<file path="config.mk">
export PLATFORM = sky130hd
export DESIGN_NAME = leaderboard_ctrl
export DESIGN_NICKNAME = d
export VERILOG_FILES = /design/src/rtl/leaderboard_pkg.sv /design/src/rtl/lb_table.sv /design/src/rtl/leaderboard_ctrl.sv
export SDC_FILE = /design/constraint.sdc
export NUM_CORES = 1
export LEC_CHECK = 0
export BUFFER_PORTS_ARGS = -buffer_cell sky130_fd_sc_hd__buf_2
export CORE_MARGIN = 4
export CORE_UTILIZATION = 60
export CTS_CLUSTER_DIAMETER = 200
export DETAILED_ROUTE_END_ITERATION = 10
export PLACE_DENSITY = 0.78
export SYNTH_ARGS = -nofsm -noshare
export SYNTH_HDL_FRONTEND = slang
export SYNTH_SLANG_ARGS = --single-unit
</file>
<file path="constraint.sdc">
create_clock -name clk -period 9.4 [get_ports clk]
set_input_delay 0 -clock clk [delete_from_list [all_inputs] [get_ports clk]]
set_output_delay 0 -clock clk [all_outputs]
set_load 0.005 [all_outputs]
</file>
<file path="src/rtl/leaderboard_pkg.sv">
// ---------------------------------------------------------------------------
// leaderboard_pkg
// Shared definitions for the leaderboard controller and its table slices:
// table-mode codes, display-select codes, the controller FSM state type,
// the default time width and a small rank-to-buzzer helper.
// No ports (package).
// ---------------------------------------------------------------------------
package leaderboard_pkg;

    localparam int TIME_W_DEFAULT = 22;

    // Table selection carried with each finished time
    localparam logic [1:0] MODE_SLOW = 2'b01;
    localparam logic [1:0] MODE_FAST = 2'b10;

    // Display-mux select codes; anything else reads as an empty slot
    localparam logic [2:0] DISP_FAST1 = 3'b001;
    localparam logic [2:0] DISP_FAST2 = 3'b010;
    localparam logic [2:0] DISP_FAST3 = 3'b011;
    localparam logic [2:0] DISP_SLOW1 = 3'b100;
    localparam logic [2:0] DISP_SLOW2 = 3'b101;
    localparam logic [2:0] DISP_SLOW3 = 3'b110;

    typedef enum logic [1:0] {
        ST_IDLE  = 2'd0,
        ST_CMP   = 2'd1,
        ST_SHIFT = 2'd2,
        ST_DONE  = 2'd3
    } lb_state_t;

    // Buzzer line for a placement: rank 1 drives bit 0, rank 3 drives bit 2
    function automatic logic [2:0] rank_onehot(input logic [1:0] r);
        logic [2:0] oh;
        case (r)
            2'd1:    oh = 3'b001;
            2'd2:    oh = 3'b010;
            2'd3:    oh = 3'b100;
            default: oh = 3'b000;
        endcase
        return oh;
    endfunction

endpackage

</file>
<file path="src/rtl/lb_table.sv">
// ---------------------------------------------------------------------------
// lb_table
// Three-entry ranked time table with per-slot valid bits. Slot 0 is the best
// time. Provides a single-slot win compare for the ranking sequencer, a
// shift-insert at a given position and an asynchronous read port.
// Ports:
//   clk, rst_n     clock, asynchronous active-low reset
//   i_clear        empty the table (entries and valid bits)
//   i_insert       shift slots pos..1 down one, drop slot 2, write i_time at pos
//   i_pos          insert position 0..2
//   i_time         candidate time (compare and insert data)
//   i_less         1: smaller time wins (fast table), 0: larger wins (slow)
//   i_cmp_idx      slot being compared this cycle
//   o_win          candidate beats slot i_cmp_idx (empty slot always loses)
//   i_rd_idx       read slot
//   o_rd_time      entry at i_rd_idx (0 for out-of-range index)
//   o_rd_valid     valid bit at i_rd_idx
// ---------------------------------------------------------------------------
module lb_table #(
    parameter int TIME_W = 22
) (
    input  logic              clk,
    input  logic              rst_n,
    input  logic              i_clear,
    input  logic              i_insert,
    input  logic [1:0]        i_pos,
    input  logic [TIME_W-1:0] i_time,
    input  logic              i_less,
    input  logic [1:0]        i_cmp_idx,
    output logic              o_win,
    input  logic [1:0]        i_rd_idx,
    output logic [TIME_W-1:0] o_rd_time,
    output logic              o_rd_valid
);

    logic [TIME_W-1:0] r_entry [0:2];
    logic [2:0]        r_valid;

    logic [TIME_W-1:0] w_cmp_entry;
    logic              w_cmp_valid;

    // Pick the slot under comparison. An empty slot is always beaten, and a
    // tie never wins so the entry that arrived first keeps the better rank.
    always_comb begin
        w_cmp_entry = '0;
        w_cmp_valid = 1'b0;
        case (i_cmp_idx)
            2'd0: begin w_cmp_entry = r_entry[0]; w_cmp_valid = r_valid[0]; end
            2'd1: begin w_cmp_entry = r_entry[1]; w_cmp_valid = r_valid[1]; end
            2'd2: begin w_cmp_entry = r_entry[2]; w_cmp_valid = r_valid[2]; end
            default: begin w_cmp_entry = '0; w_cmp_valid = 1'b0; end
        endcase
        if (!w_cmp_valid) begin
            o_win = 1'b1;
        end else if (i_less) begin
            o_win = (i_time < w_cmp_entry);
        end else begin
            o_win = (i_time > w_cmp_entry);
        end
    end

    // Read mux for the display path; the controller registers the result.
    always_comb begin
        o_rd_time  = '0;
        o_rd_valid = 1'b0;
        case (i_rd_idx)
            2'd0: begin o_rd_time = r_entry[0]; o_rd_valid = r_valid[0]; end
            2'd1: begin o_rd_time = r_entry[1]; o_rd_valid = r_valid[1]; end
            2'd2: begin o_rd_time = r_entry[2]; o_rd_valid = r_valid[2]; end
            default: begin o_rd_time = '0; o_rd_valid = 1'b0; end
        endcase
    end

    // Table storage. Clear wipes everything; an insert pushes the entries
    // at and below the insert point down one slot so the old slot 2 falls off.
    always_ff @(posedge clk or negedge rst_n) begin
        if (!rst_n) begin
            for (int i = 0; i < 3; i++) begin
                r_entry[i] <= '0;
            end
            r_valid <= '0;
        end else if (i_clear) begin
            for (int i = 0; i < 3; i++) begin
                r_entry[i] <= '0;
            end
            r_valid <= '0;
        end else if (i_insert) begin
            case (i_pos)
                2'd0: begin
                    r_entry[2] <= r_entry[1];
                    r_entry[1] <= r_entry[0];
                    r_entry[0] <= i_time;
                    r_valid    <= {r_valid[1], r_valid[0], 1'b1};
                end
                2'd1: begin
                    r_entry[2] <= r_entry[1];
                    r_entry[1] <= i_time;
                    r_valid    <= {r_valid[1], 1'b1, r_valid[0]};
                end
                2'd2: begin
                    r_entry[2] <= i_time;
                    r_valid[2] <= 1'b1;
                end
                default: begin
                end
            endcase
        end
    end

endmodule

</file>
<file path="src/rtl/leaderboard_ctrl.sv">
// ---------------------------------------------------------------------------
// leaderboard_ctrl
// Ranks finished stopwatch times into the fast (shortest) and slow (longest)
// top-3 tables, one slot compare per cycle, then shifts the chosen table,
// reports the placement and fires a per-rank buzzer pulse. Also provides a
// registered read port for the display mux.
// Ports:
//   clk, rst_n            clock, asynchronous active-low reset
//   in_valid / in_ready   handshake for a finished time (ready only in IDLE
//                         with no clear waiting)
//   in_time, in_mode      time value; 01 slow table, 10 fast table, else none
//   clear_req             request to empty both tables (held pending if busy)
//   disp_sel              001..011 fast rank 1..3, 100..110 slow rank 1..3
//   disp_time/disp_valid  selected entry, registered one cycle behind
//   done                  one-cycle pulse when a ranking finishes
//   rank                  0 = not placed, 1..3 placement; held until next done
//   sound                 one-hot buzzer per rank, held SOUND_LEN cycles
//   busy                  sequencer not idle
// ---------------------------------------------------------------------------
module leaderboard_ctrl
    import leaderboard_pkg::*;
#(
    parameter int TIME_W    = TIME_W_DEFAULT,
    parameter int SOUND_LEN = 25_000_000
) (
    input  logic              clk,
    input  logic              rst_n,
    input  logic              in_valid,
    output logic              in_ready,
    input  logic [TIME_W-1:0] in_time,
    input  logic [1:0]        in_mode,
    input  logic              clear_req,
    input  logic [2:0]        disp_sel,
    output logic [TIME_W-1:0] disp_time,
    output logic              disp_valid,
    output logic              done,
    output logic [1:0]        rank,
    output logic [2:0]        sound,
    output logic              busy
);

    localparam int CNT_W = $clog2(SOUND_LEN + 1);

    lb_state_t         r_state;
    logic [TIME_W-1:0] r_time;
    logic [1:0]        r_mode;
    logic [1:0]        r_idx;
    logic [1:0]        r_pos;
    logic              r_placed;
    logic              r_clr_pend;
    logic              r_done;
    logic [1:0]        r_rank;
    logic [2:0]        r_sound;
    logic [CNT_W-1:0]  r_sound_cnt;
    logic [TIME_W-1:0] r_disp_time;
    logic              r_disp_valid;

    logic              w_idle;
    logic              w_clear;
    logic              w_is_fast;
    logic              w_is_slow;
    logic              w_win;
    logic              w_fast_win;
    logic              w_slow_win;
    logic              w_fast_insert;
    logic              w_slow_insert;
    logic              w_sound_load;
    logic [1:0]        w_fast_rd_idx;
    logic [1:0]        w_slow_rd_idx;
    logic [TIME_W-1:0] w_fast_rd_time;
    logic [TIME_W-1:0] w_slow_rd_time;
    logic              w_fast_rd_valid;
    logic              w_slow_rd_valid;

    // A pending clear owns the IDLE cycle it is serviced in, so the
    // handshake is closed for that cycle and the new time waits one more.
    assign w_idle        = (r_state == ST_IDLE);
    assign w_clear       = w_idle && r_clr_pend;
    assign in_ready      = w_idle && !r_clr_pend;
    assign busy          = !w_idle;
    assign w_is_fast     = (r_mode == MODE_FAST);
    assign w_is_slow     = (r_mode == MODE_SLOW);
    assign w_win         = w_is_fast ? w_fast_win : w_slow_win;
    assign w_fast_insert = (r_state == ST_SHIFT) && w_is_fast;
    assign w_slow_insert = (r_state == ST_SHIFT) && w_is_slow;
    assign w_sound_load  = (r_state == ST_DONE) && r_placed;

    // Fast codes are 1-based in the low bits, slow codes are 0-based.
    assign w_fast_rd_idx = disp_sel[1:0] - 2'd1;
    assign w_slow_rd_idx = disp_sel[1:0];

    assign done       = r_done;
    assign rank       = r_rank;
    assign sound      = r_sound;
    assign disp_time  = r_disp_time;
    assign disp_valid = r_disp_valid;

    lb_table #(
        .TIME_W (TIME_W)
    ) u_fast_table (
        .clk        (clk),
        .rst_n      (rst_n),
        .i_clear    (w_clear),
        .i_insert   (w_fast_insert),
        .i_pos      (r_pos),
        .i_time     (r_time),
        .i_less     (1'b1),
        .i_cmp_idx  (r_idx),
        .o_win      (w_fast_win),
        .i_rd_idx   (w_fast_rd_idx),
        .o_rd_time  (w_fast_rd_time),
        .o_rd_valid (w_fast_rd_valid)
    );

    lb_table #(
        .TIME_W (TIME_W)
    ) u_slow_table (
        .clk        (clk),
        .rst_n      (rst_n),
        .i_clear    (w_clear),
        .i_insert   (w_slow_insert),
        .i_pos      (r_pos),
        .i_time     (r_time),
        .i_less     (1'b0),
        .i_cmp_idx  (r_idx),
        .o_win      (w_slow_win),
        .i_rd_idx   (w_slow_rd_idx),
        .o_rd_time  (w_slow_rd_time),
        .o_rd_valid (w_slow_rd_valid)
    );

    // Clear requests are remembered until the sequencer is idle; any number
    // of pulses before that collapse into a single clear.
    always_ff @(posedge clk or negedge rst_n) begin
        if (!rst_n) begin
            r_clr_pend <= 1'b0;
        end else if (w_clear) begin
            r_clr_pend <= 1'b0;
        end else if (clear_req) begin
            r_clr_pend <= 1'b1;
        end
    end

    // Ranking sequencer. CMP walks the target table from slot 0 and stops at
    // the first slot the new time beats; SHIFT performs the insert in the
    // table instance; DONE publishes the placement as a registered pulse.
    always_ff @(posedge clk or negedge rst_n) begin
        if (!rst_n) begin
            r_state  <= ST_IDLE;
            r_time   <= '0;
            r_mode   <= 2'b00;
            r_idx    <= 2'd0;
            r_pos    <= 2'd0;
            r_placed <= 1'b0;
            r_done   <= 1'b0;
            r_rank   <= 2'd0;
        end else begin
            r_done <= 1'b0;
            case (r_state)
                ST_IDLE: begin
                    if (!r_clr_pend && in_valid) begin
                        r_time   <= in_time;
                        r_mode   <= in_mode;
                        r_idx    <= 2'd0;
                        r_placed <= 1'b0;
                        r_state  <= ST_CMP;
                    end
                end
                ST_CMP: begin
                    if (!w_is_fast && !w_is_slow) begin
                        r_state <= ST_DONE;
                    end else if (w_win) begin
                        r_pos    <= r_idx;
                        r_placed <= 1'b1;
                        r_state  <= ST_SHIFT;
                    end else if (r_idx == 2'd2) begin
                        r_state <= ST_DONE;
                    end else begin
                        r_idx <= r_idx + 2'd1;
                    end
                end
                ST_SHIFT: begin
                    r_state <= ST_DONE;
                end
                ST_DONE: begin
                    r_done  <= 1'b1;
                    r_rank  <= r_placed ? (r_pos + 2'd1) : 2'd0;
                    r_state <= ST_IDLE;
                end
                default: begin
                    r_state <= ST_IDLE;
                end
            endcase
        end
    end

    // Buzzer pulse. A new placement restarts the pulse even if an older one
    // is still sounding; otherwise the counter runs down and the line drops
    // on the cycle it reaches zero.
    always_ff @(posedge clk or negedge rst_n) begin
        if (!rst_n) begin
            r_sound     <= 3'b000;
            r_sound_cnt <= '0;
        end else if (w_sound_load) begin
            r_sound     <= rank_onehot(r_pos + 2'd1);
            r_sound_cnt <= CNT_W'(SOUND_LEN);
        end else if (r_sound_cnt != '0) begin
            r_sound_cnt <= r_sound_cnt - 1'b1;
            if (r_sound_cnt == CNT_W'(1)) begin
                r_sound <= 3'b000;
            end
        end
    end

    // Registered display read; follows the select and the tables with one
    // cycle of delay, and unused select codes read back as an empty slot.
    always_ff @(posedge clk or negedge rst_n) begin
        if (!rst_n) begin
            r_disp_time  <= '0;
            r_disp_valid <= 1'b0;
        end else begin
            case (disp_sel)
                DISP_FAST1, DISP_FAST2, DISP_FAST3: begin
                    r_disp_time  <= w_fast_rd_time;
                    r_disp_valid <= w_fast_rd_valid;
                end
                DISP_SLOW1, DISP_SLOW2, DISP_SLOW3: begin
                    r_disp_time  <= w_slow_rd_time;
                    r_disp_valid <= w_slow_rd_valid;
                end
                default: begin
                    r_disp_time  <= '0;
                    r_disp_valid <= 1'b0;
                end
            endcase
        end
    end

endmodule
</file>
==> out/qor.txt, run 1 <==
Run status = finished, final reports clean
Num CTS Buffers = 24
I/O Buffers = 61
Routed WL = 33.0 mm
Synth Warn # = 0
Wirelength per Cell = 20.9 um
TritonRoute pass-1 iters = 7
First-pass GRT wire length = 54.6 mm
Setup_tns = 0 ps
Max-slew violations = 0
Clock Tree Buf Depth = 3
Crit-path slowest cell = ha_2
Final period utilization = 0.458
DRT antenna net count = 0
Avg Inst Size Synth = 9.98 um^2
RePlAce Congestion = 0.839
CP top delay family = compound AO/OA/AOI/OAI gates
Full die area = 0.0233 mm^2
Core area = 0.0204 mm^2
Most frequent cell after synthesis = dfrtp_1
Worst Path Required = 9810 ps
Worst path bufs/invs = 1
Placement Rows = 52
Crit end category = flip-flop
Vias in the first global route = 10400
Clock skew = 13.6 ps
CP peak stage delay = 970 ps
Aggregate global-route resource usage = 0.280
Dpl hpwl = 18.8 mm
Synth area leaders = dfrtp_1 (45%), mux2i_1 (9.1%), ha_1 (6.3%), nand2_1 (5.6%), o31ai_1 (5.3%)
Synth Register Bits = 224
Die span in y = 153 um
DP Worst Slack = 5200 ps
Final min period = 4310 ps
CTS tree = done
CTS Sinks = 224
Area grow syn2layout = 12.7%
Final Setup Violations = 0
Synthesized net count = 1352
Pwr dens = 349 mW/mm^2
Largest net degree at the start of global routing = 96
Drt drc = 0
Crit path DAT = 4710 ps
Iteration-0 DRC Markers = 1212
EDFF count, synth = 0
Mapped Cells = 1258
Synth Cell Area = 0.0125 mm^2
CP Launch Type = flip-flop
Top-area cell type share of the netlist area = 0.447
DIE WIDTH = 153 um
Antenna cells = 0
Top Ports = 62
Fill cell count = 1586
Worst rel slew slack = 0.234
Final Hold Viols = 0
Asr flop ratio synth = 1.00
Root Buffer = clkbuf_16
Clock Latency Late Sink = 530 ps
Clock Pin Slew Worst Setup and Hold Paths = 60 ps
Critical path class = flip-flop to flip-flop
Sequential-to-total area share from yosys stat = 0.447
Max-capacitance violation count = 0
Remaining global-route overflow = 0
Peak VDD IR = 0.000194 V
Most used DFF post-synth = dfrtp_1
Vias = 10400
FF+latch area = 0.00561 mm^2
Worst Slack Setup Final = 5090 ps
Commonest cells in the netlist = dfrtp_1 (224), nand2_1 (186), mux2i_1 (114)
Initial Util = 0.614
Crit path cell chain = inv_1 -> ha_2 -> a222oi_1 -> or2_2 -> ha_1 -> nand4_1 -> nor3_1 -> o2111ai_1 -> o211ai_1 -> a21oi_1 -> a21oi_2 -> o21ai_0 -> a211o_1
Share of cells above drive strength 1 = 0.183
Worst-path fanout max = 47
Achievable frequency = 232 MHz
Yosys cell types = 59
RSZ-0062 raised after global routing = no
Yosys top cell by area = dfrtp_1
Resize count post-CTS = 0
Static Leakage = 6.11 nW
Vias per cell = 6.56
Final Net Count = 1390
Antenna violations before repair = 0
CTS H-tree depth = 1
Worst hold path class = primary input to async pin
Least-Margin Pin Slew = 1150 ps
Multi-input logic area = 0.00661 mm^2
==> metrics by stage <==
step           total power, mW  hold slack [ps]  area (um^2)   util  std cells
2_1_floorplan             3.23             -296        12500      -       1258
3_3_place_gp              3.86             74.9        13100  0.641       1514
3_5_place_dp              3.93             76.7        13100  0.641       1514
4_1_cts                   4.91             74.1        14100  0.692       1582
5_1_grt                   5.31              128        14100  0.692       1582
6_report                  4.94             98.5        14100  0.692       1582
==> logic make-up after synthesis <==
group,count (synthesis),share of synthesized area
AOI/OAI and AO/OA,338,0.186
xor gates and xnor gates,10,0.00698
adders and majority gates,63,0.0628
buffers and inverters,115,0.0353
DFF,224,0.447
muxes,163,0.135
and+or+nand+nor,345,0.128
==> final timing paths <==
| path | from | end | slack (ps) | cells after the start |
|---|---|---|---|---|
| setup / recovery | r_idx[0] | r_idx[1] | 5090 | 13 |
| hold / removal | rst_n | r_time[17] | 100 | 2 |
| setup reg to reg | r_idx[0] | r_idx[1] | 5090 | 13 |
| hold reg to reg | r_sound_cnt[24] | r_sound_cnt[24] | 500 | 2 |
| max in group asynchronous | rst_n | r_time[2] | 7820 | 3 |
| min in group clk | in_valid | r_placed | 100 | 5 |
==> area by class of cell <==
type | instances | area share
clock buffer | 33 | 0.0506
clock inverter | 9 | 0.00548
inverter | 20 | 0.00531
multi-input combinational | 919 | 0.467
sequential | 224 | 0.396
tap | 270 | 0.0239
timing repair buffer | 107 | 0.0513
==> cells in the final DEF (no fill, tap or decap), types with 43 or more instances in the layout <==
master / instances
o31ai_1: 88
dfrtp_1: 224
mux2_2: 49
mux2i_1: 114
o21ai_0: 68
buf_2: 60
a21oi_1: 75
or2_2: 43
nand2_1: 186
nor2_1: 50
ha_1: 60
a222oi_1: 46
==> registers in the layout (all words and copies together), names as in the netlist, 2 cells and up <==
signal and count:
r_pos 2, sound 3, u_fast_table.r_entry 66, u_slow_table.r_valid 3, r_time 22, u_fast_table.r_valid 3, r_state 2, u_slow_table.r_entry 66
r_idx 2, r_mode 2, r_sound_cnt 25, disp_time 22, rank 2
==> worst register-to-register path, stage by stage, from the launching register on <==
cell	delay, ps
dfrtp_1	420
inv_1	140
ha_2	970
a222oi_1	230
or2_2	350
ha_1	290
nand4_1	130
nor3_1	350
o2111ai_1	170
o211ai_1	200
a21oi_1	140
a21oi_2	300
o21ai_0	170
a211o_1	330
==> metal layers <==
metal	track usage	wire length, um
met5	0	0
met4	0.0798	874
met3	0.0511	2540
met2	0.465	15700
met1	0.380	13900
==> timing repair <==
| action | 4_1_cts | 5_1_grt |
|---|---|---|
| setup endpoints to repair | 0 | 0 |
| buffers inserted | 0 | 0 |
| hold endpoints to repair | 118 | 0 |
| hold buffers | 26 | 0 |
==> power breakdown <==
| group | switching (mW) | internal, mW |
|---|---|---|
| Clock | 0.394 | 0.558 |
| Combinational | 1.37 | 0.923 |
| Sequential | 0.396 | 1.30 |
| Total | 2.16 | 2.78 |
No activity file was read; power rests on OpenSTA's default activity.
==> run 2, diff against run 1 <==
--- a/config.mk
+++ b/config.mk
@@ -5,6 +5,7 @@
 export SDC_FILE = /design/constraint.sdc
 export NUM_CORES = 1
 export LEC_CHECK = 0
+export ABC_AREA = 1
 export BUFFER_PORTS_ARGS = -buffer_cell sky130_fd_sc_hd__buf_2
 export CORE_MARGIN = 4
 export CORE_UTILIZATION = 60
==> constraint.sdc (replaced) <==
create_clock -name clk -period 4.2 [get_ports clk]
set_input_delay 0 -clock clk [delete_from_list [all_inputs] [get_ports clk]]
set_output_delay 0 -clock clk [all_outputs]
set_load 0.005 [all_outputs]
==> out/qor.txt, run 2 <==
CTS Sinks = 224 (unchanged)
Synth Warn # = 0 (unchanged)
Asr flop ratio synth = 1.00 (unchanged)
Sw power = 5.27 mW (was 2.16 mW)
Root Buffer = clkbuf_16 (unchanged)
Share of cells above drive strength 1 = 0.111 (was 0.183)
DRT antenna net count = 0 (unchanged)
Final Net Count = 1873 (was 1390)
Iteration-0 DRC Markers = 1279 (was 1212)
Sequential share of power = 0.334 (was 0.343)
Final Hold Viols = 0 (unchanged)
Top Ports = 62 (unchanged)
Most frequent cells in the layout = nand2_1 (587), dfrtp_1 (224), o21ai_0 (203), inv_1 (151), nand3_1 (126) (was dfrtp_1 (224), nand2_1 (186), mux2i_1 (114), o31ai_1 (88), a21oi_1 (75))
CTS tree = done (unchanged)
Cell internal pwr = 6.20 mW (was 2.78 mW)
FF+latch area = 0.00561 mm^2 (unchanged)
Fill cell count = 1736 (was 1586)
CTS H-tree depth = 1 (unchanged)
Num CTS Buffers = 26 (was 24)
Full die area = 0.0242 mm^2 (was 0.0233 mm^2)
Crit end category = flip-flop (unchanged)
CP Launch Type = flip-flop (unchanged)
Vias = 12300 (was 10400)
Top flop regs = u_fast_table.r_entry: 66 flops, u_slow_table.r_entry: 66 flops, r_sound_cnt: 25 flops (unchanged)
Die span in y = 156 um (was 153 um)
Antenna cells = 0 (unchanged)
Most common cell after layout, fill and taps aside = nand2_1 (was dfrtp_1)
I/O Buffers = 61 (unchanged)
Yosys cell types = 45 (was 59)
Sw Ratio = 0.460 (was 0.437)
Clock Pin Slew Worst Setup and Hold Paths = 60 ps (about the same)
RSZ-0062 raised after global routing = no (unchanged)
Resize count post-CTS = 0 (unchanged)
Most used cell, CP = nand2_1
First-pass GRT wire length = 61.6 mm (was 54.6 mm)
Top-area cell type share of the netlist area = 0.429 (was 0.447)
Dpl hpwl = 23.4 mm (was 18.8 mm)
Run status = finished, final reports clean (unchanged)
Avg Inst Size Synth = 7.53 um^2 (was 9.98 um^2)
Combinational share of power = 0.462 (was 0.464)
Worst Path Required = 4620 ps (was 9810 ps)
Drt drc = 0 (unchanged)
Mapped Cells = 1735 (was 1258)
Worst rel slew slack = 0.150 (was 0.234)
Area grow syn2layout = 12.7% (about the same)
Clock Latency Late Sink = 530 ps (about the same)
Commonest cells in the netlist = nand2_1 (587), dfrtp_1 (224), o21ai_0 (203) (was dfrtp_1 (224), nand2_1 (186), mux2i_1 (114))
Vias per cell = 5.94 (was 6.56)
Pwr dens = 779 mW/mm^2 (was 349 mW/mm^2)
Largest net degree at the start of global routing = 99 (was 96)
RePlAce Congestion = 0.903 (was 0.839)
DIE WIDTH = 156 um (was 153 um)
Setup_tns = 0 ps (unchanged)
Synth Cell Area = 0.0131 mm^2 (was 0.0125 mm^2)
Initial Util = 0.616 (was 0.614)
Post-Layout Cell Count = 2072 (was 1582)
Placement Rows = 53 (was 52)
Crit path cell chain = inv_1 -> ha_2 -> nand2_1 -> nand3_1 -> nand2_1 -> ha_1 -> nand2_1 -> nor2_1 -> nand4_1 -> a21oi_1 -> nor2_1 -> nand2_1 -> nand2_1 -> nand2_1 -> nand2_1 -> nand2_1 -> nand2_1 -> nand2_1 -> nand2_1 (was inv_1 -> ha_2 -> a222oi_1 -> or2_2 -> ha_1 -> nand4_1 -> nor3_1 -> o2111ai_1 -> o211ai_1 -> a21oi_1 -> a21oi_2 -> o21ai_0 -> a211o_1)
Final period utilization = 0.795 (was 0.458)
Remaining global-route overflow = 0 (unchanged)
Max-capacitance violation count = 0 (unchanged)
Achievable frequency = 299 MHz (was 232 MHz)
Aggregate global-route resource usage = 0.313 (was 0.280)
Crit-path slowest cell = ha_2 (unchanged)
Core area = 0.0212 mm^2 (was 0.0204 mm^2)
Inst Count DP = 2000 (was 1514)
Worst hold path class = primary input to async pin (unchanged)
EDFF count, synth = 0 (unchanged)
Synthesized net count = 1829 (was 1352)
Peak VDD IR = 0.000527 V (was 0.000194 V)
Most used DFF post-synth = dfrtp_1 (unchanged)
Final Setup Violations = 0 (unchanged)
Static Leakage = 7.15 nW (was 6.11 nW)
Routed WL = 37.7 mm (was 33.0 mm)
Multi-input logic area = 0.00654 mm^2 (was 0.00661 mm^2)
Wirelength per Cell = 18.2 um (was 20.9 um)
Vias in the first global route = 11900 (was 10400)
Yosys top cell by area = dfrtp_1 (unchanged)
Antenna violations before repair = 0 (unchanged)
Worst-path fanout max = 37 (was 47)
Most frequent cell after synthesis = nand2_1 (was dfrtp_1)
TritonRoute pass-1 iters = 6 (was 7)
Least-Margin Pin Slew = 1270 ps (was 1150 ps)
CP peak stage delay = 740 ps (was 970 ps)
Final min period = 3340 ps (was 4310 ps)
Max-slew violations = 0 (unchanged)
Clock Tree Buf Depth = 3 (unchanged)
Critical path class = flip-flop to flip-flop (unchanged)
Sequential-to-total area share from yosys stat = 0.429 (was 0.447)
Crit path DAT = 3760 ps (was 4710 ps)
Clock Power Share = 0.204 (was 0.192)
Clock skew = 12.2 ps (was 13.6 ps)
Synth Register Bits = 224 (unchanged)
Synth area leaders = dfrtp_1 (43%), nand2_1 (17%), o21ai_0 (7.8%), ha_1 (6.0%), nand3_1 (4.8%) (was dfrtp_1 (45%), mux2i_1 (9.1%), ha_1 (6.3%), nand2_1 (5.6%), o31ai_1 (5.3%))
[run 2: power groups by stage]
stage | logic, mW | registers, mW | clock network, mW
after floorplan | 3.76 | 3.54 | 0
after global placement | 4.99 | 3.80 | 0
after detailed placement | 5.17 | 3.81 | 0
after CTS | 5.22 | 3.79 | 2.36
after global routing | 6.00 | 3.92 | 2.45
final | 5.30 | 3.83 | 2.34
[run 2: final cells by class]
| class | instances | share of cell area |
|---|---|---|
| Clock buffer | 37 | 0.0511 |
| Clock inverter | 9 | 0.00875 |
| Inverter | 165 | 0.0420 |
| Multi-Input combinational cell | 1255 | 0.444 |
| Sequential cell | 224 | 0.380 |
| Tap cell | 275 | 0.0234 |
| Timing Repair Buffer | 107 | 0.0501 |
[run 2: worst paths after layout]
check	cells past startpoint	start	to	slack [ps]
max in group asynchronous	3	rst_n	u_fast_table.r_entry[28]	3070
min in group clk	3	in_valid	r_placed	50
max	19	r_idx[0]	r_idx[1]	860
min reg2reg	2	r_sound_cnt[24]	r_sound_cnt[24]	480
min	2	rst_n	r_time[17]	40
max reg2reg	19	r_idx[0]	r_idx[1]	860
[run 2: worst max-delay path: cells and delay by family, from the launching register on]
| family | cells | cell delay [ps] |
|---|---|---|
| AND/OR/NAND/NOR | 15 | 1430 |
| adder cells (fa/ha/maj) | 2 | 1040 |
| flip-flops | 1 | 420 |
| AO/OA/AOI/OAI | 1 | 190 |
| buffers and inverters | 1 | 120 |
[run 2: timing repair]
item	in CTS	in global routing
buffers inserted	0	0
setup endpoints to repair	0	0
hold buffers	26	0
endpoints found under the hold margin	104	0
[run 2: cells by family (layout without fill, tap and decap cells)]
group	after synthesis	in the layout	synth area share
compound gates	356	356	0.155
flops	224	224	0.429
xor+xnor	1	1	0.000670
fa+ha+maj	63	63	0.0603
mux	21	21	0.0181
buf+inv	256	318	0.0751
simple gates	814	814	0.262
[run 2: metal layers]
metal  vias to the layer above  global-route usage  routed length [um]
met5                         -                   0                   0
met4                         0               0.112                1360
met3                       117              0.0616                3850
met2                       684               0.480               16500
met1                      5717               0.449               16000
li1                       5788                   -                   -
[run 2: per-stage QoR]
step	util	worst slack, ps	cell area (um^2)	hold WS, ps	total power [mW]
after floorplan	-	1520	13100	-296	7.30
after global placement	0.640	1040	13600	9.15	8.79
after detailed placement	0.640	963	13600	20.9	8.98
after CTS	0.694	936	14700	40.2	11.4
after global routing	0.694	581	14700	78.6	12.4
final	0.694	860	14700	38.9	11.5
==> run 3, diff against run 2 <==
--- a/config.mk
+++ b/config.mk
@@ -5,7 +5,7 @@
 export SDC_FILE = /design/constraint.sdc
 export NUM_CORES = 1
 export LEC_CHECK = 0
-export ABC_AREA = 1
+export ABC_AREA = 0
 export BUFFER_PORTS_ARGS = -buffer_cell sky130_fd_sc_hd__buf_2
 export CORE_MARGIN = 4
 export CORE_UTILIZATION = 60
==> constraint.sdc (replaced) <==
create_clock -name clk -period 3.3 [get_ports clk]
set_input_delay 0 -clock clk [delete_from_list [all_inputs] [get_ports clk]]
set_output_delay 0 -clock clk [all_outputs]
set_load 0.005 [all_outputs]
==> out/qor.txt, run 3 (synthesized netlist as in run 1, its figures left out) <==
Root Buffer = clkbuf_16 (unchanged)
CTS Sinks = 224 (unchanged)
Final Net Count = 1435 (was 1873)
TritonRoute pass-1 iters = 10 (was 6)
Multi-input logic area = 0.00702 mm^2 (was 0.00654 mm^2)
CP Launch Type = flip-flop (unchanged)
Worst-path fanout max = 8 (was 37)
Pwr dens = 1040 mW/mm^2 (was 779 mW/mm^2)
Crit path DAT = 3770 ps (was 3760 ps)
Vias = 10900 (was 12300)
Clock skew = 14.6 ps (was 12.2 ps)
Most frequent cells in the layout = dfrtp_1 (224), nand2_1 (183), mux2i_1 (114), o31ai_1 (88), a21oi_1 (67) (was nand2_1 (587), dfrtp_1 (224), o21ai_0 (203), inv_1 (151), nand3_1 (126))
Final min period = 3360 ps (was 3340 ps)
Clock Pin Slew Worst Setup and Hold Paths = 60 ps (about the same)
Full die area = 0.0233 mm^2 (was 0.0242 mm^2)
Area grow syn2layout = 20.1% (was 12.7%)
RePlAce Congestion = 0.862 (was 0.903)
Remaining global-route overflow = 0 (unchanged)
DIE WIDTH = 153 um (was 156 um)
Core area = 0.0204 mm^2 (was 0.0212 mm^2)
Aggregate global-route resource usage = 0.284 (was 0.313)
CP top delay family = compound AO/OA/AOI/OAI gates (was simple AND/OR/NAND/NOR gates)
Top Ports = 62 (unchanged)
Die span in y = 153 um (was 156 um)
Worst hold path class = primary input to async pin (unchanged)
Critical path class = flip-flop to flip-flop (unchanged)
I/O Buffers = 61 (unchanged)
Most common cell after layout, fill and taps aside = dfrtp_1 (was nand2_1)
Routed WL = 36.1 mm (was 37.7 mm)
CTS tree = done (unchanged)
Placement Rows = 52 (was 53)
Static Leakage = 6.43 nW (was 7.15 nW)
Dpl hpwl = 20.6 mm (was 23.4 mm)
Placed instance area = 0.0134 mm^2 (was 0.0136 mm^2)
Crit-path slowest cell = dfrtp_1 (was ha_2)
Failing checks = setup timing
Max-slew violations = 0 (unchanged)
Crit end category = flip-flop (unchanged)
Antenna violations before repair = 0 (unchanged)
Total power = 15.7 mW (was 11.5 mW)
Run status = finished, violations left (was finished, final reports clean)
Vias in the first global route = 10400 (was 11900)
FF+latch area = 0.00561 mm^2 (unchanged)
Top flop regs = u_fast_table.r_entry: 66 flops, u_slow_table.r_entry: 66 flops, r_sound_cnt: 25 flops (unchanged)
First-pass GRT wire length = 55.1 mm (was 61.6 mm)
Worst rel slew slack = 0.341 (was 0.150)
Vias per cell = 6.71 (was 5.94)
Worst Slack Setup Final = -58.4 ps (was 860 ps)
Max-capacitance violation count = 0 (unchanged)
DP Worst Slack = -185 ps (was 963 ps)
CP peak stage delay = 400 ps (was 740 ps)
Share of cells above drive strength 1 = 0.240 (was 0.111)
Peak VDD IR = 0.000636 V (was 0.000527 V)
Crit path cell chain = buf_6 -> ha_4 -> clkbuf_16 -> a222oi_1 -> or2_4 -> ha_4 -> a21oi_2 -> o21ai_2 -> a211oi_2 -> and4bb_2 -> inv_2 -> a21oi_4 -> o21ai_2 -> a211o_1 (was inv_1 -> ha_2 -> nand2_1 -> nand3_1 -> nand2_1 -> ha_1 -> nand2_1 -> nor2_1 -> nand4_1 -> a21oi_1 -> nor2_1 -> nand2_1 -> nand2_1 -> nand2_1 -> nand2_1 -> nand2_1 -> nand2_1 -> nand2_1 -> nand2_1)
Largest net degree at the start of global routing = 99 (unchanged)
Clock Latency Late Sink = 530 ps (about the same)
CTS H-tree depth = 1 (unchanged)
Iteration-0 DRC Markers = 1463 (was 1279)
DRT antenna net count = 0 (unchanged)
Initial Util = 0.614 (was 0.616)
RSZ-0062 raised after global routing = yes (was no)
Least-Margin Pin Slew = 988 ps (was 1270 ps)
Num CTS Buffers = 24 (was 26)
Fill cell count = 1393 (was 1736)
Antenna cells = 0 (unchanged)
Final period utilization = 1.02 (was 0.795)
Clock Tree Buf Depth = 3 (unchanged)
Final instance area = 0.0151 mm^2 (was 0.0147 mm^2)
Wirelength per Cell = 22.3 um (was 18.2 um)
Worst Path Required = 3710 ps (was 4620 ps)
Final Hold Viols = 0 (unchanged)
Drt drc = 0 (unchanged)
Achievable frequency = 298 MHz (was 299 MHz)
Final Setup Violations = 4 (was 0)
Worst path bufs/invs = 3 (was 1)
==> run 3: changes by cell type in the layout (fill, tap and decap cells not counted), moves of 23 or more <==
cell,previous run,this run
a222oi_1,0,46
nand2_1,587,183
o21ai_0,203,64
or2_2,1,34
o221ai_1,24,0
o22ai_1,24,1
o31ai_1,22,88
mux2_2,21,48
inv_1,151,17
a221oi_1,0,23
mux2i_1,0,114
nand3_1,126,10
==> run 3: final cells by class <==
class                           instances  share of cell area
Multi-Input combinational cell        919               0.465
Sequential cell                       224               0.372
Timing Repair Buffer                  152              0.0888
Clock buffer                           36              0.0462
Tap cell                              270              0.0224
Inverter                               20             0.00498
Clock inverter                          1            0.000332
==> run 3: per-layer routing <==
layer  share of wire  GRT usage  vias to the layer above
li1                -          -                     4817
met1            0.40      0.385                     5284
met2            0.47      0.469                      645
met3           0.088     0.0423                      145
met4           0.042      0.101                        0
met5               0          0                        -
==> run 3: worst register-to-register path: stages, from the launching register on <==
cell and delay (ps):
dfrtp_1 400, buf_6 130, ha_4 230, clkbuf_16 180, a222oi_1 390, or2_4 210
ha_4 200, a21oi_2 140, o21ai_2 80, a211oi_2 250, and4bb_2 310, inv_2 50
a21oi_4 240, o21ai_2 110, a211o_1 320
==> run 3: power by group <==
part           switching, mW  internal [mW]
combinational           4.54           3.70
clock                   1.07           1.44
sequential              1.25           3.70
total                   6.86           8.84
==> run 3: path summary, 6_finish.rpt <==
kind / startpoint / endpoint / slack, ps / cells past startpoint
max: r_idx[1] / r_idx[1] / -60 / 14
min: rst_n / disp_time[17] / 90 / 2
max reg2reg: r_idx[1] / r_idx[1] / -60 / 14
min reg2reg: u_fast_table.r_entry[6] / u_fast_table.r_entry[6] / 500 / 2
max in group asynchronous: rst_n / u_slow_table.r_entry[58] / 2180 / 3
min in group clk: disp_sel[0] / disp_time[2] / 170 / 4
==> run 3: metrics by stage <==
stage | setup TNS, ps | std cells | utilization | hold WS [ps]
floorplan | -13.4 | 1258 | - | -296
global placement | -67.9 | 1541 | 0.658 | 77.2
detailed placement | -495 | 1541 | 0.658 | 81.1
CTS | 0 | 1608 | 0.712 | 135
global route | -669 | 1622 | 0.738 | 164
finish | -129 | 1622 | 0.738 | 87.5
==> run 3: timing repair <==
| item | 4_1_cts | 5_1_grt |
|---|---|---|
| setup buffers | 3 | 8 |
| hold buffers | 26 | 0 |
| hold endpoints to repair | 121 | 0 |
| resized for setup | 27 | 56 |
| cloned | 1 | 6 |
| setup endpoints to repair | 4 | 6 |
| pin swaps | 9 | 33 |
